File: src/rtl/fetch_queue.sv
// rtl/fetch_queue.sv - fetch-to-decode circular queue with redirect collapse and post-exception drop
package fetch_queue_pkg;

    localparam logic [3:0] IF_PREFETCH    = 4'b0000;
    localparam logic [3:0] IF_MISPREDICT  = 4'b0001;
    localparam logic [3:0] IF_PROT_CHANGE = 4'b0011;
    localparam logic [3:0] IF_EXCEPTION   = 4'b0101;
    localparam logic [3:0] IF_FLUSH       = 4'b0111;

    typedef struct packed {
        logic        valid;
        logic [31:0] cause;
        logic [31:0] tval;
    } exception_t;

    typedef struct packed {
        logic [31:0] pc;
        logic [3:0]  if_reason;
        logic [31:0] instr_word;
        exception_t  exception;
    } fetched_instr_t;

endpackage

module fetch_queue
    import fetch_queue_pkg::*;
#(
    parameter int unsigned DEPTH          = 4,
    parameter bit          DROP_AFTER_EXC = 1'b1
) (
    input  logic                       clk_i,
    input  logic                       rst_i,
    input  logic                       flush_i,
    input  logic                       in_valid_i,
    output logic                       in_ready_o,
    input  fetched_instr_t             in_instr_i,
    output logic                       out_valid_o,
    input  logic                       out_ready_i,
    output fetched_instr_t             out_instr_o,
    output logic [$clog2(DEPTH):0]     count_o
);

    localparam int unsigned PW = $clog2(DEPTH);
    localparam int unsigned CW = PW + 1;

    logic [PW-1:0]  rd_ptr_q, rd_ptr_d;
    logic [PW-1:0]  wr_ptr_q, wr_ptr_d;
    logic [CW-1:0]  count_q, count_d;
    logic           drop_q, drop_d;
    fetched_instr_t mem_q [DEPTH];
    fetched_instr_t mem_d [DEPTH];

    logic push;
    logic pop;
    logic is_redirect;
    logic store;

    assign in_ready_o  = (count_q < CW'(DEPTH));
    assign out_valid_o = (count_q != '0);
    assign out_instr_o = mem_q[rd_ptr_q];
    assign count_o     = count_q;

    assign push        = in_valid_i & in_ready_o;
    assign pop         = out_valid_o & out_ready_i;
    assign is_redirect = in_instr_i.if_reason[0];
    // While dropping, only a redirect is allowed to land in storage.
    assign store       = push & (is_redirect | ~drop_q);

    always_comb begin
        rd_ptr_d = rd_ptr_q;
        wr_ptr_d = wr_ptr_q;
        count_d  = count_q;
        drop_d   = drop_q;
        mem_d    = mem_q;

        if (flush_i) begin
            rd_ptr_d = '0;
            wr_ptr_d = '0;
            count_d  = '0;
            drop_d   = 1'b0;
        end else if (push && is_redirect) begin
            // Collapse the queue onto the redirect entry; any concurrent pop is implicitly honoured.
            mem_d[wr_ptr_q] = in_instr_i;
            rd_ptr_d        = wr_ptr_q;
            wr_ptr_d        = wr_ptr_q + PW'(1);
            count_d         = CW'(1);
            drop_d          = DROP_AFTER_EXC & in_instr_i.exception.valid;
        end else begin
            if (store) begin
                mem_d[wr_ptr_q] = in_instr_i;
                wr_ptr_d        = wr_ptr_q + PW'(1);
            end
            if (pop) begin
                rd_ptr_d = rd_ptr_q + PW'(1);
            end
            case ({store, pop})
                2'b10:   count_d = count_q + CW'(1);
                2'b01:   count_d = count_q - CW'(1);
                default: count_d = count_q;
            endcase
            if (push && DROP_AFTER_EXC && in_instr_i.exception.valid) begin
                drop_d = 1'b1;
            end
        end
    end

    always_ff @(posedge clk_i) begin
        if (rst_i) begin
            rd_ptr_q <= '0;
            wr_ptr_q <= '0;
            count_q  <= '0;
            drop_q   <= 1'b0;
        end else begin
            rd_ptr_q <= rd_ptr_d;
            wr_ptr_q <= wr_ptr_d;
            count_q  <= count_d;
            drop_q   <= drop_d;
        end
    end

    // Payload storage carries no reset; out_instr_o is only meaningful with out_valid_o.
    always_ff @(posedge clk_i) begin
        mem_q <= mem_d;
    end

endmodule

File: config.mk
export PLATFORM = sky130hd
export DESIGN_NAME = fetch_queue
export DESIGN_NICKNAME = d
export VERILOG_FILES = /design/src/rtl/fetch_queue.sv
export SDC_FILE = /design/constraint.sdc
export NUM_CORES = 1
export LEC_CHECK = 0
export ABC_AREA = 0
export CORE_MARGIN = 8
export CORE_UTILIZATION = 53
export DETAILED_ROUTE_END_ITERATION = 16
export PLACE_DENSITY = 0.86
export SYNTH_ARGS = -nofsm -noshare
export SYNTH_HDL_FRONTEND = slang
export SYNTH_SLANG_ARGS = --single-unit
File: constraint.sdc
create_clock -name clk_i -period 5.7 [get_ports clk_i]
set_input_delay 1.14 -clock clk_i [delete_from_list [all_inputs] [get_ports clk_i]]
set_output_delay 1.14 -clock clk_i [all_outputs]
set_load 0.005 [all_outputs]
==> results_tabular.tex <==
\begin{tabular}{lr}
\hline
Metric & Value \\
\hline
\multicolumn{2}{l}{\textbf{Synthesis}} \\
\quad Synth Cell Area & 19680 µm² \\
\quad Area fraction in compound gates after synthesis & 0.004260 \\
\quad Part of the Yosys area used for sequential elements & 0.8199 \\
\quad Synth warnings & 0 \\
\quad Synthesized netlist net count & 904 \\
\quad Gate Count Post-Synth & 759 \\
\quad Flip-flop and latch count after synthesis & 540 \\
\quad Xor-xnor portion of the synthesized cell area & 0.001780 \\
\quad Adder and majority gate portion of the synthesized area & 0.004832 \\
\quad Async set-reset flop share out of synthesis & 0 \\
\quad Multiplexer fraction of the synthesized cell area & 0.1522 \\
\quad Post-synth EDFFs & 532 \\
\quad Yosys cell types & 27 \\
\quad Simple-gate share of the synthesized area & 0.005913 \\
\quad Largest family of logic cells by synthesized area & multiplexers \\
\quad Avg Synthesized Cell Area & 25.93 µm² \\
\quad Synth Flop Type & sky130\_fd\_sc\_hd\_\_edfxtp\_1 \\
\multicolumn{2}{l}{\textbf{Critical path}} \\
\quad Critical Path RT & 4560 ps \\
\quad Startpoint-to-endpoint class of the critical path & register to output pin \\
\quad Worst-path maximum fanout & 80 \\
\quad Worst reg2reg setup slack & 3090 ps \\
\quad Kind of capture point of the worst setup path & output pin \\
\quad Data arrival at the endpoint of the critical path & 2930 ps \\
\quad Worst Setup Start Kind & register \\
\quad Cell depth of the worst flop-to-flop path & 4 \\
\multicolumn{2}{l}{\textbf{Detailed routing}} \\
\quad Drt wl/cell & 25.94 µm \\
\quad Number of design-rule violations left by the first detailed-router iteration & 643 \\
\quad Vias & 9037 \\
\quad DRC violation count after routing & 0 \\
\quad Drt via density & 5.716 \\
\quad Number of detailed-routing iterations run before antenna repair & 4 \\
\quad Total routed wirelength & 41.02 mm \\
\quad Remaining number of nets flagged by the antenna check after routing & 0 \\
\multicolumn{2}{l}{\textbf{Timing}} \\
\quad Pin slew with the least headroom to its limit & 919.6 ps \\
\quad Setup violations, final & 0 \\
\quad Slew headroom & 0.3869 \\
\quad Fmax achieved & 245.7 MHz \\
\quad Slew Viols, Final & 0 \\
\quad Unrepaired setup endpoints after global routing & no \\
\quad Setup Total Neg Slack & 0 ps \\
\quad Clock period minus worst slack & 4071 ps \\
\quad Final Skew & 16.36 ps \\
\quad Period Utilization, post-route & 0.7141 \\
\quad Worst hold margin & 565.6 ps \\
\quad Final hold vios & 0 \\
\multicolumn{2}{l}{\textbf{Worst hold path}} \\
\quad Hold Crit Class & register to register \\
\quad Depth of the worst hold-timing path & 2 \\
\multicolumn{2}{l}{\textbf{Global routing}} \\
\quad Largest net degree at the start of global routing & 81 \\
\quad Congestion Overflow GR & 0 \\
\quad Initial antenna violation count & 2 \\
\quad Vias in the first global route & 9776 \\
\quad Global-route wire length before repair & 61.35 mm \\
\quad Tot GR Track Use & 0.1860 \\
\multicolumn{2}{l}{\textbf{Floorplanning}} \\
\quad Effective utilization at floorplan & 0.5376 \\
\quad I/O pin count & 276 \\
\quad Core box area & 36610 µm² \\
\quad Full die area & 43550 µm² \\
\quad Vertical die dimension & 208.7 µm \\
\quad Die extent in x & 208.7 µm \\
\quad Standard-cell rows & 70 \\
\multicolumn{2}{l}{\textbf{Clock network}} \\
\quad Number of buffers created by CTS & 51 \\
\quad Deepest level of the CTS H-tree & 2 \\
\quad Number of buffers inserted by post-CTS setup repair & 0 \\
\quad Clock-pin slew of the registers on the worst-case setup and hold paths & 60 ps \\
\quad Hold buffer count at CTS & 0 \\
\quad Clock latency reported for the late side of the worst-skew pair & 580 ps \\
\quad Max Root-Sink Buffers & 3 \\
\quad Resize count post-CTS & 0 \\
\quad Root buffer selected by CTS & sky130\_fd\_sc\_hd\_\_clkbuf\_16 \\
\quad Number of sinks handled by clock tree synthesis & 540 \\
\quad CTS tree & built \\
\multicolumn{2}{l}{\textbf{Finish}} \\
\quad Syn-to-layout area delta & 25.87\% \\
\quad Leading cell type in the layout, fill and taps excluded & sky130\_fd\_sc\_hd\_\_edfxtp\_1 \\
\quad Total area of sequential cells & 16140 µm² \\
\quad Area used by multi-input combinational logic & 3336 µm² \\
\quad Number of fillers in the final layout & 2245 \\
\quad Total number of nets in the final design & 1219 \\
\quad Share of cells above drive strength 1 & 0.2077 \\
\quad Most frequent cells in the layout & 532 x sky130\_fd\_sc\_hd\_\_edfxtp\_1, 275 x sky130\_fd\_sc\_hd\_\_clkdlybuf4s50\_1, 133 x sky130\_fd\_sc\_hd\_\_mux4\_2, 53 x sky130\_fd\_sc\_hd\_\_clkbuf\_16, 10 x sky130\_fd\_sc\_hd\_\_buf\_4 \\
\multicolumn{2}{l}{\textbf{Placed design}} \\
\quad Hpwl dp & 25.24 mm \\
\quad Number of buffers added on ports & 275 \\
\quad Weighted congestion reported at the end of routability-driven placement & 0.7984 \\
\multicolumn{2}{l}{\textbf{Pwr}} \\
\quad Areal power density over the cells & 339.7 nW/µm² \\
\quad Worst ir drop on vdd & 0.2937 mV \\
\quad Reported leakage power & 7.754 nW \\
\multicolumn{2}{l}{\textbf{Flow run}} \\
\quad Number of violations of the max-capacitance limit & 0 \\
\multicolumn{2}{l}{\textbf{Outcome}} \\
\quad Status & finished clean \\
\hline
\end{tabular}
[path summary, 6_finish.rpt]
check | from | to
min | wr_ptr_q[0]$_SDFFE_PP0N_ | wr_ptr_q[0]$_SDFFE_PP0N_
max | rd_ptr_q[1]$_SDFFE_PP0P_ | out_instr_o[55]
min reg2reg | wr_ptr_q[0]$_SDFFE_PP0N_ | wr_ptr_q[0]$_SDFFE_PP0N_
max reg2reg | count_o[2]$_SDFFE_PP0P_ | mem_q[505]$_DFFE_PP_
[area by class of cell]
class / instances / area share
diodes: 1 / 0.0001010
clock buffers: 62 / 0.05490
clock inverters: 29 / 0.01399
inverters: 8 / 0.001212
multi-input cells: 181 / 0.1347
flip-flops and latches: 540 / 0.6517
well taps: 468 / 0.02364
repair buffers: 292 / 0.1198
[state kept, by name (all words and copies together), names as in the netlist]
signal	cells
mem_q	532
count_o	3
rd_ptr_q	2
wr_ptr_q	2
drop_q	1
[critical path, stage by stage, from the launching register on]
cell	delay, ps
sky130_fd_sc_hd__dfxtp_4	880
sky130_fd_sc_hd__buf_12	460
sky130_fd_sc_hd__mux4_2	420
sky130_fd_sc_hd__clkdlybuf4s50_1	480
[cell families (layout without fill, tap and decap cells)]
family / Yosys count / count (layout)
adder cells (fa/ha/maj): 7 / 7
flip-flops: 540 / 540
AND/OR/NAND/NOR: 22 / 22
XOR/XNOR: 4 / 4
multiplexers: 133 / 133
buffers and inverters: 38 / 391
AO/OA/AOI/OAI: 15 / 15
other: 0 / 1
[power breakdown]
group / leakage [nW] / switching [mW] / total, mW / internal [mW]
Combinational: 2.03 / 0.213 / 0.523 / 0.310
Clock: 0.829 / 1.38 / 3.43 / 2.05
Sequential: 4.90 / 0.0254 / 4.46 / 4.43
Total: 7.75 / 1.62 / 8.41 / 6.80
[Yosys cell counts (3+ instances only)]
cell type / instances / area share
sky130_fd_sc_hd__edfxtp_1: 532 / 0.81
sky130_fd_sc_hd__mux4_2: 133 / 0.15
sky130_fd_sc_hd__buf_2: 16 / 0.0041
sky130_fd_sc_hd__dfxtp_1: 8 / 0.0081
sky130_fd_sc_hd__inv_1: 8 / 0.0015
sky130_fd_sc_hd__a21oi_1: 7 / 0.0018
sky130_fd_sc_hd__buf_6: 7 / 0.0040
sky130_fd_sc_hd__clkbuf_1: 6 / 0.0011
sky130_fd_sc_hd__ha_1: 6 / 0.0038
sky130_fd_sc_hd__nor2_1: 5 / 0.00095
sky130_fd_sc_hd__o21ai_0: 5 / 0.0013
sky130_fd_sc_hd__and2_1: 4 / 0.0013
sky130_fd_sc_hd__nand3_1: 3 / 0.00076
sky130_fd_sc_hd__xor2_1: 3 / 0.0013
[metrics by stage]
stage / instances / worst slack [ps] / instance area (µm²) / utilization / total power, mW
6_report: 1581 / 1629 / 24770 / 0.6766 / 8.415
5_1_grt: 1581 / 1487 / 24770 / 0.6766 / 8.663
4_1_cts: 1580 / 1535 / 24770 / 0.6766 / 8.493
3_5_place_dp: 1489 / 1847 / 23060 / 0.6299 / 5.069
3_3_place_gp: 1489 / 1977 / 23060 / 0.6299 / 5.054
2_1_floorplan: 759 / 635.9 / 19680 / - / 4.729
[layer usage]
layer | routed length [µm] | track usage | vias to the layer above
li1 | - | - | 3901
met1 | 15970 | 0.2358 | 4730
met2 | 21690 | 0.3217 | 350
met3 | 2481 | 0.03652 | 54
met4 | 863 | 0.06002 | 2
met5 | 8 | 0 | -
No activity file was read; power rests on OpenSTA's default activity.
